==> src/rtl/keyed_lane_perm_if.sv <==
// Valid/ready stream bundle for the keyed lane permutation network.
// The input and output beats share one interface; the block takes the slave view.
interface keyed_lane_perm_if #(
  parameter int N = 4,
  parameter int W = 8
);
  logic           in_valid;
  logic           in_ready;
  logic [N*W-1:0] in_data;
  logic           out_valid;
  logic           out_ready;
  logic [N*W-1:0] out_data;

  modport master (
    output in_valid, in_data, out_ready,
    input  in_ready, out_valid, out_data
  );

  modport slave (
    input  in_valid, in_data, out_ready,
    output in_ready, out_valid, out_data
  );
endinterface

==> src/rtl/keyed_lane_perm.sv <==
// Pipelined keyed butterfly permutation: log2(N) registered swap stages, each
// steered by its slice of a key snapshot that travels with the beat.
module keyed_lane_perm #(
  parameter int N = 4,
  parameter int W = 8,
  parameter logic [(N/2)*$clog2(N)-1:0] KEY_RESET = '1
) (
  input  logic                          clk,
  input  logic                          rst,
  keyed_lane_perm_if.slave              bus,
  input  logic                          key_load,
  input  logic [(N/2)*$clog2(N)-1:0]    key_in,
  input  logic                          roll_en,
  output logic [(N/2)*$clog2(N)-1:0]    key_q
);
  localparam int L  = $clog2(N);
  localparam int NP = N / 2;
  localparam int KW = NP * L;

  logic adv;
  logic accept;
  logic [KW-1:0] key_d;

  logic [N-1:0][W-1:0] stage_in   [L];
  logic [KW-1:0]       stage_key  [L];
  logic [N-1:0][W-1:0] stage_perm [L];

  logic [N-1:0][W-1:0] data_q [L];
  logic [KW-1:0]       snap_q [L-1];
  logic [L-1:0]        vld_q;

  // The whole pipe moves together; a stalled output freezes every stage.
  assign adv          = !bus.out_valid || bus.out_ready;
  assign accept       = bus.in_valid && adv;
  assign bus.in_ready = adv;

  genvar gi, gp;
  generate
    for (gi = 0; gi < L; gi++) begin : g_stage
      logic [N-1:0][W-1:0] swapped;

      if (gi == 0) begin : g_first
        assign stage_in[gi]  = bus.in_data;
        assign stage_key[gi] = key_q;
      end else begin : g_rest
        assign stage_in[gi]  = data_q[gi-1];
        assign stage_key[gi] = snap_q[gi-1];
      end

      // Pair p joins lane i (bit gi clear) with lane i + 2^gi, enumerated by increasing i.
      for (gp = 0; gp < NP; gp++) begin : g_pair
        localparam int LO = gp % (1 << gi);
        localparam int LI = (gp >> gi) * (2 << gi) + LO;
        localparam int HI = LI + (1 << gi);
        localparam int KB = gi * NP + gp;

        assign swapped[LI] = stage_key[gi][KB] ? stage_in[gi][HI] : stage_in[gi][LI];
        assign swapped[HI] = stage_key[gi][KB] ? stage_in[gi][LI] : stage_in[gi][HI];
      end

      assign stage_perm[gi] = swapped;
    end
  endgenerate

  always_ff @(posedge clk) begin
    if (rst) begin
      vld_q <= '0;
      for (int s = 0; s < L; s++) begin
        data_q[s] <= '0;
      end
      for (int s = 0; s < L - 1; s++) begin
        snap_q[s] <= '0;
      end
    end else if (adv) begin
      vld_q <= {vld_q[L-2:0], accept};
      for (int s = 0; s < L; s++) begin
        data_q[s] <= stage_perm[s];
      end
      snap_q[0] <= key_q;
      for (int s = 1; s < L - 1; s++) begin
        snap_q[s] <= snap_q[s-1];
      end
    end
  end

  // Load beats roll; the beat accepted alongside a load still used the old key.
  always_comb begin
    key_d = key_q;
    if (key_load) begin
      key_d = key_in;
    end else if (roll_en && accept) begin
      key_d = {key_q[KW-2:0], key_q[KW-1] ^ key_q[KW-2]};
    end
  end

  always_ff @(posedge clk) begin
    if (rst) begin
      key_q <= KEY_RESET;
    end else begin
      key_q <= key_d;
    end
  end

  assign bus.out_valid = vld_q[L-1];
  assign bus.out_data  = data_q[L-1];
endmodule

==> src/flat_wrapper.sv <==
// flat-port wrapper written by rule: the top's interface ports become plain ports
module keyed_lane_perm_flat 
#(
  parameter int N = 4,
  parameter int W = 8,
  parameter logic [(N/2)*$clog2(N)-1:0] KEY_RESET = '1
)
  (clk, rst, key_load, key_in, roll_en, key_q, bus_in_valid, bus_in_data, bus_out_ready, bus_in_ready, bus_out_valid, bus_out_data);
  keyed_lane_perm_if #(.N(N), .W(W)) bus_i ();
  input  logic clk;
  input  logic rst;
  input  logic key_load;
  input  logic [(N/2)*$clog2(N)-1:0] key_in;
  input  logic roll_en;
  output logic [(N/2)*$clog2(N)-1:0] key_q;
  input wire logic [$bits(bus_i.in_valid)-1:0] bus_in_valid;
  input wire logic [$bits(bus_i.in_data)-1:0] bus_in_data;
  input wire logic [$bits(bus_i.out_ready)-1:0] bus_out_ready;
  output wire logic [$bits(bus_i.in_ready)-1:0] bus_in_ready;
  output wire logic [$bits(bus_i.out_valid)-1:0] bus_out_valid;
  output wire logic [$bits(bus_i.out_data)-1:0] bus_out_data;
  assign bus_i.in_valid = bus_in_valid;
  assign bus_i.in_data = bus_in_data;
  assign bus_i.out_ready = bus_out_ready;
  assign bus_in_ready = bus_i.in_ready;
  assign bus_out_valid = bus_i.out_valid;
  assign bus_out_data = bus_i.out_data;
  keyed_lane_perm #(.N(N), .W(W), .KEY_RESET(KEY_RESET)) u_core (.clk(clk), .rst(rst), .bus(bus_i), .key_load(key_load), .key_in(key_in), .roll_en(roll_en), .key_q(key_q));
endmodule
==> config.mk <==
export PLATFORM = sky130hd
export DESIGN_NAME = keyed_lane_perm_flat
export DESIGN_NICKNAME = d
export VERILOG_FILES = /design/src/rtl/keyed_lane_perm_if.sv /design/src/rtl/keyed_lane_perm.sv /design/src/flat_wrapper.sv
export SDC_FILE = /design/constraint.sdc
export NUM_CORES = 1
export LEC_CHECK = 0
export CORE_MARGIN = 2
export CORE_UTILIZATION = 35
export CTS_BUF_LIST = sky130_fd_sc_hd__clkbuf_2
export DETAILED_ROUTE_END_ITERATION = 7
export SYNTH_ARGS = -nofsm -noshare
export SYNTH_HDL_FRONTEND = slang
export SYNTH_SLANG_ARGS = --single-unit
==> constraint.sdc <==
create_clock -name clk -period 7.15 [get_ports clk]
set_input_delay 0.715 -clock clk [delete_from_list [all_inputs] [get_ports clk]]
set_output_delay 0.715 -clock clk [all_outputs]
set_load 0.01 [all_outputs]
==> results_dict.tcl, run 1 <==
set metrics [dict create \
    outcome "finished, final reports clean" \
    cts_made_buffers 9 \
    r2r-end "u_core.data_q[0][49]" \
    grt_max_degree 67 \
    max_freq_mhz 332 \
    cts_sinks 72 \
    ant_nets 0 \
    rr_startpoint "u_core.vld_q[1]" \
    period_share 0.421 \
    post-cts-setup-buffers 0 \
    antenna_found_initial 0 \
    ir_drop_mv 0.108 \
    cp.required_ns 6.43 \
    clk_pin_slew_ns 0.20 \
    hold_path.class "register to register" \
    ios 80 \
    syn_area_um2 4070 \
    grt_setup_unrepaired "no" \
    crit_arrival_ns 2.30 \
    drcViolationCount 0 \
    slowest_stage "dfxtp_1" \
    synth.avg_cell_area_um2 14.5 \
    met1_usage 0.137 \
    layout_common_cells "79 x clkdlybuf4s50_1, 66 x edfxtp_1, 64 x mux2i_1" \
    place_ws_ns 4.39 \
    power.density_nw_per_um2 199 \
    grt_first_pass_wirelength_um 11300 \
    cts_buffer_depth 2 \
    postSynthCellCount 280 \
    post-dp-hpwl_um 4820 \
    io_buffers 79 \
    worstPathCellList "clkdlybuf4s50_1" \
    htreeDepth 3 \
    grt_usage 0.117 \
    clk_latency_ns 0.51 \
    cpLargestDelayFamily "flip-flops" \
    grt_overflow 0 \
    antennaDiodeCount 0 \
    p_leak_nw 1.82 \
    mostFrequentLayoutCell "clkdlybuf4s50_1" \
    rows 39 \
    path_buf_inv 1 \
    yosysWarnings 0 \
    relSlewSlack 0.275 \
    fillers 1090 \
    skew_ns 0.0382 \
    grt-busiest-layer "met2" \
    slew_violations 0 \
    ctsRootBufferMaster "clkbuf_2" \
    die_h_um 112 \
    drv_cap 0 \
    die_w_um 112 \
    syn_nets 322 \
    layout_min_cycle_time_ns 3.01 \
    crit_path_max_incr_delay_ns 1.08 \
    grt_pass1_vias 2259 \
    ys_seq_elements 72 \
    synth_cell_type_count 27 \
    tritoncts "yes" \
    startpoint "u_core.key_q[0]" \
    drt-pass1-iter-count 4 \
    holdBufCountCts 0 \
    timing.critical_path.to "key_q[0]" \
    finalNetCount 366 \
    met3_usage 0.0408 \
    met2_usage 0.198 \
    tightest_slew_ns 1.09 \
    critical_path.max_fanout 19 \
    place.gp.congestion 0.735 \
    avgViaCountPerCell 4.64 \
    path_depth 1 \
    crit_path_end_kind "output pin" \
    reg2reg_setup_slack_ns 5.31 \
    critical_path_class "register to output pin" \
    dieArea_um2 12500 \
    drtIter0Drc 51 \
    ys_seq_area_frac 0.517 \
    hold_viol_final 0 \
    start_kind "register" \
    core-area_um2 11400 \
    wl_per_cell_um 14.9 \
    syn_to_final_growth_pct 16.1 \
    layout-drive-gt1-share 0.255 \
    start_util 0.358 \
    final.setup.tns_ns 0 \
    dr_total_vias 2191 \
    total_power_mw 0.939 \
    setup_viol 0 \
    worst_slack_ns 4.14 \
    routed_wl_um 7020 \
    cts_resized 0 \
    reg2regPathDepth 4 \
]
flip-flops by register name, summed over array words and instances (netlist names):
register / cells
u_core.data_q: 64
u_core.key_q: 4
u_core.snap_q: 2
u_core.vld_q: 2
layer usage:
layer | share of wire | routed length (um)
met1 | 0.41 | 2880
met2 | 0.50 | 3520
met3 | 0.071 | 498
met4 | 0.017 | 117
met5 | 0 | 0
logic make-up after synthesis:
kind of cell / share of synthesized area
AO/OA/AOI/OAI: 0.0105
XOR/XNOR: 0.00215
buffers and inverters: 0.115
flip-flops: 0.517
multiplexers: 0.157
AND/OR/NAND/NOR: 0.198
cell type report:
| type | instances | area [um^2] | share of cell area |
|---|---|---|---|
| clock buffers | 9 | 45.0 | 0.00953 |
| flip-flops and latches | 72 | 2100 | 0.445 |
| repair buffers | 81 | 806 | 0.171 |
| clock inverters | 7 | 72.6 | 0.0154 |
| inverters | 2 | 20.0 | 0.00424 |
| multi-input cells | 158 | 1500 | 0.318 |
| well taps | 143 | 179 | 0.0379 |
cells in the mapped netlist:
| library cell | number | share of area |
|---|---|---|
| nor2_2 | 8 | 0.012 |
| buf_4 | 34 | 0.063 |
| o311ai_1 | 1 | 0.0022 |
| nand3_2 | 1 | 0.0025 |
| nor2_1 | 6 | 0.0055 |
| nor3b_1 | 5 | 0.0092 |
| xor2_1 | 1 | 0.0022 |
| nor3_2 | 1 | 0.0025 |
| inv_8 | 1 | 0.0028 |
| and3_1 | 2 | 0.0031 |
| clkbuf_4 | 3 | 0.0055 |
| clkinv_4 | 1 | 0.0022 |
| nand2_1 | 5 | 0.0046 |
| buf_2 | 1 | 0.0012 |
| buf_12 | 6 | 0.030 |
| a31oi_1 | 1 | 0.0015 |
| nor2_4 | 52 | 0.14 |
| nor2b_4 | 1 | 0.0034 |
| nor3_1 | 4 | 0.0049 |
| a21oi_1 | 1 | 0.0012 |
| a211oi_1 | 3 | 0.0055 |
| edfxtp_1 | 66 | 0.49 |
| buf_6 | 4 | 0.011 |
| dfxtp_1 | 6 | 0.030 |
| mux2i_1 | 64 | 0.16 |
| nand2_8 | 1 | 0.0049 |
| or3_1 | 1 | 0.0015 |
how the worst min path moves through the flow:
stage / from / end / slack, ns / cells past startpoint
4_1_cts: u_core.vld_q[0] / u_core.vld_q[0] / 0.49 / 2
6_report: u_core.vld_q[0] / u_core.vld_q[0] / 0.48 / 2
3_3_place_gp: u_core.vld_q[0] / u_core.vld_q[0] / 0.46 / 2
2_1_floorplan: u_core.vld_q[0] / u_core.vld_q[0] / 0.43 / 2
5_1_grt: u_core.vld_q[0] / u_core.vld_q[0] / 0.50 / 2
3_5_place_dp: u_core.vld_q[0] / u_core.vld_q[0] / 0.46 / 2
where the power goes:
| group | switching, mW | internal (mW) |
|---|---|---|
| Clock | 0.152 | 0.0794 |
| Sequential | 0.0260 | 0.499 |
| Combinational | 0.0862 | 0.0961 |
| Total | 0.264 | 0.674 |
metrics by stage:
step / hold WS (ns) / instance area [um^2] / utilization / instances
final: 0.480 / 4730 / 0.416 / 472
after global routing: 0.504 / 4730 / 0.416 / 472
after detailed placement: 0.465 / 4610 / 0.405 / 456
after global placement: 0.457 / 4610 / 0.405 / 456
after floorplan: 0.432 / 4070 / - / 280
after CTS: 0.489 / 4730 / 0.416 / 472
No activity file was read; power rests on OpenSTA's default activity.
==> run 2: changes to the inputs <==
- clock period: 7.15 -> 2.62 ns (I/O delays scaled with it)
==> results_dict.tcl, run 2 (same netlist as run 1, synthesis figures left out) <==
set metrics [dict create \
    outcome "finished, final reports clean" \
    layout_min_cycle_time_ns 2.20 \
    post-cts-setup-buffers 0 \
    grt_setup_unrepaired "no" \
    fin_cells 479 \
    drt-pass1-iter-count 4 \
    ir_drop_mv 0.218 \
    setup_viol 0 \
    slowest_stage "dfxtp_1" \
    tritoncts "yes" \
    grt_usage 0.117 \
    die_w_um 112 \
    cpLargestDelayFamily "flip-flops" \
    mostFrequentLayoutCell "clkdlybuf4s50_1" \
    max_freq_mhz 456 \
    drv_cap 0 \
    grt_max_degree 41 \
    core-area_um2 11400 \
    clk_pin_slew_ns 0.19 \
    cts_buffer_depth 2 \
    io_buffers 79 \
    grt_overflow 0 \
    p_leak_nw 1.91 \
    grt_pass1_vias 2277 \
    routed_wl_um 6960 \
    holdBufCountCts 0 \
    crit_arrival_ns 1.93 \
    power.density_nw_per_um2 569 \
    cts_resized 0 \
    critical_path_class "register to output pin" \
    hold_slack_ns 0.345 \
    largest_reg_flops 64 \
    hold_viol_final 0 \
    antennaDiodeCount 0 \
    htreeDepth 3 \
    dr_total_vias 2189 \
    cts_made_buffers 9 \
    dieArea_um2 12500 \
    crit_path_end_kind "output pin" \
    path_buf_inv 1 \
    antenna_found_initial 0 \
    total_power_mw 2.78 \
    worstPathCellList "clkdlybuf4s50_1" \
    tightest_slew_ns 0.834 \
    grt_first_pass_wirelength_um 11200 \
    clk_latency_ns 0.51 \
    cp.required_ns 2.36 \
    cts_sinks 72 \
    hold_path.class "input pin to register" \
    crit_path_max_incr_delay_ns 0.77 \
    reg.largest.list "u_core.data_q: 64 flops, u_core.key_q: 4 flops" \
    relSlewSlack 0.444 \
    ios 80 \
    dp_cells 463 \
    finalNetCount 373 \
    skew_ns 0.0235 \
    slew_violations 0 \
    period_share 0.838 \
    die_h_um 112 \
    drtIter0Drc 51 \
    critical_path.max_fanout 9 \
    final.setup.tns_ns 0 \
    start_kind "register" \
    layout_common_cells "79 x clkdlybuf4s50_1, 66 x edfxtp_1, 64 x mux2i_1" \
    drcViolationCount 0 \
    layout-drive-gt1-share 0.274 \
    rows 39 \
    place.gp.congestion 0.757 \
    ctsRootBufferMaster "clkbuf_2" \
    ant_nets 0 \
    avgViaCountPerCell 4.57 \
    regMostFlops "u_core.data_q" \
    wl_per_cell_um 14.5 \
    post-dp-hpwl_um 5230 \
    start_util 0.358 \
    syn_to_final_growth_pct 19.9 \
]
run 2: changes by cell type in the layout (fill, tap and decap cells not counted), sizes merged:
cell,previous run,this run
inv,1,2
clkbuf,9,10
buf,2,9
bufinv,1,3
clkinvlp,4,0
run 2: final timing paths:
kind | to | slack [ns] | start | depth (start not counted)
min reg2reg | u_core.vld_q[0] | 0.48 | u_core.vld_q[0] | 2
max reg2reg | u_core.data_q[0][17] | 1.01 | u_core.key_q[1] | 3
min | u_core.key_q[0] | 0.35 | key_in[0] | 3
max | key_q[1] | 0.42 | u_core.key_q[1] | 1
run 2: power breakdown:
| group | total [mW] | internal (mW) | leakage (nW) | switching, mW |
|---|---|---|---|---|
| registers | 1.42 | 1.36 | 0.820 | 0.0570 |
| clock network | 0.827 | 0.422 | 0.0967 | 0.405 |
| logic | 0.531 | 0.275 | 0.993 | 0.255 |
| total | 2.78 | 2.06 | 1.91 | 0.717 |
run 2: final cells by class:
cell class              instances  area [um^2]
well taps                     143          179
clock inverters                 6          116
flip-flops and latches         72         2100
clock buffers                  10         50.0
inverters                       2         20.0
fillers                      1068         6490
repair buffers                 88          908
multi-input cells             158         1500
run 2: per-layer routing:
metal  global-route usage  routed length (um)
met1                0.136                2770
met5                    0                   0
met3               0.0463                 534
met2                0.200                3550
met4               0.0362                 105
run 2: per-stage QoR:
step	instance area [um^2]	util	worst slack, ns
after floorplan	4070	-	0.171
after global placement	4710	0.414	0.579
after detailed placement	4710	0.414	0.515
after CTS	4880	0.429	0.353
after global routing	4880	0.429	0.274
final	4880	0.429	0.425
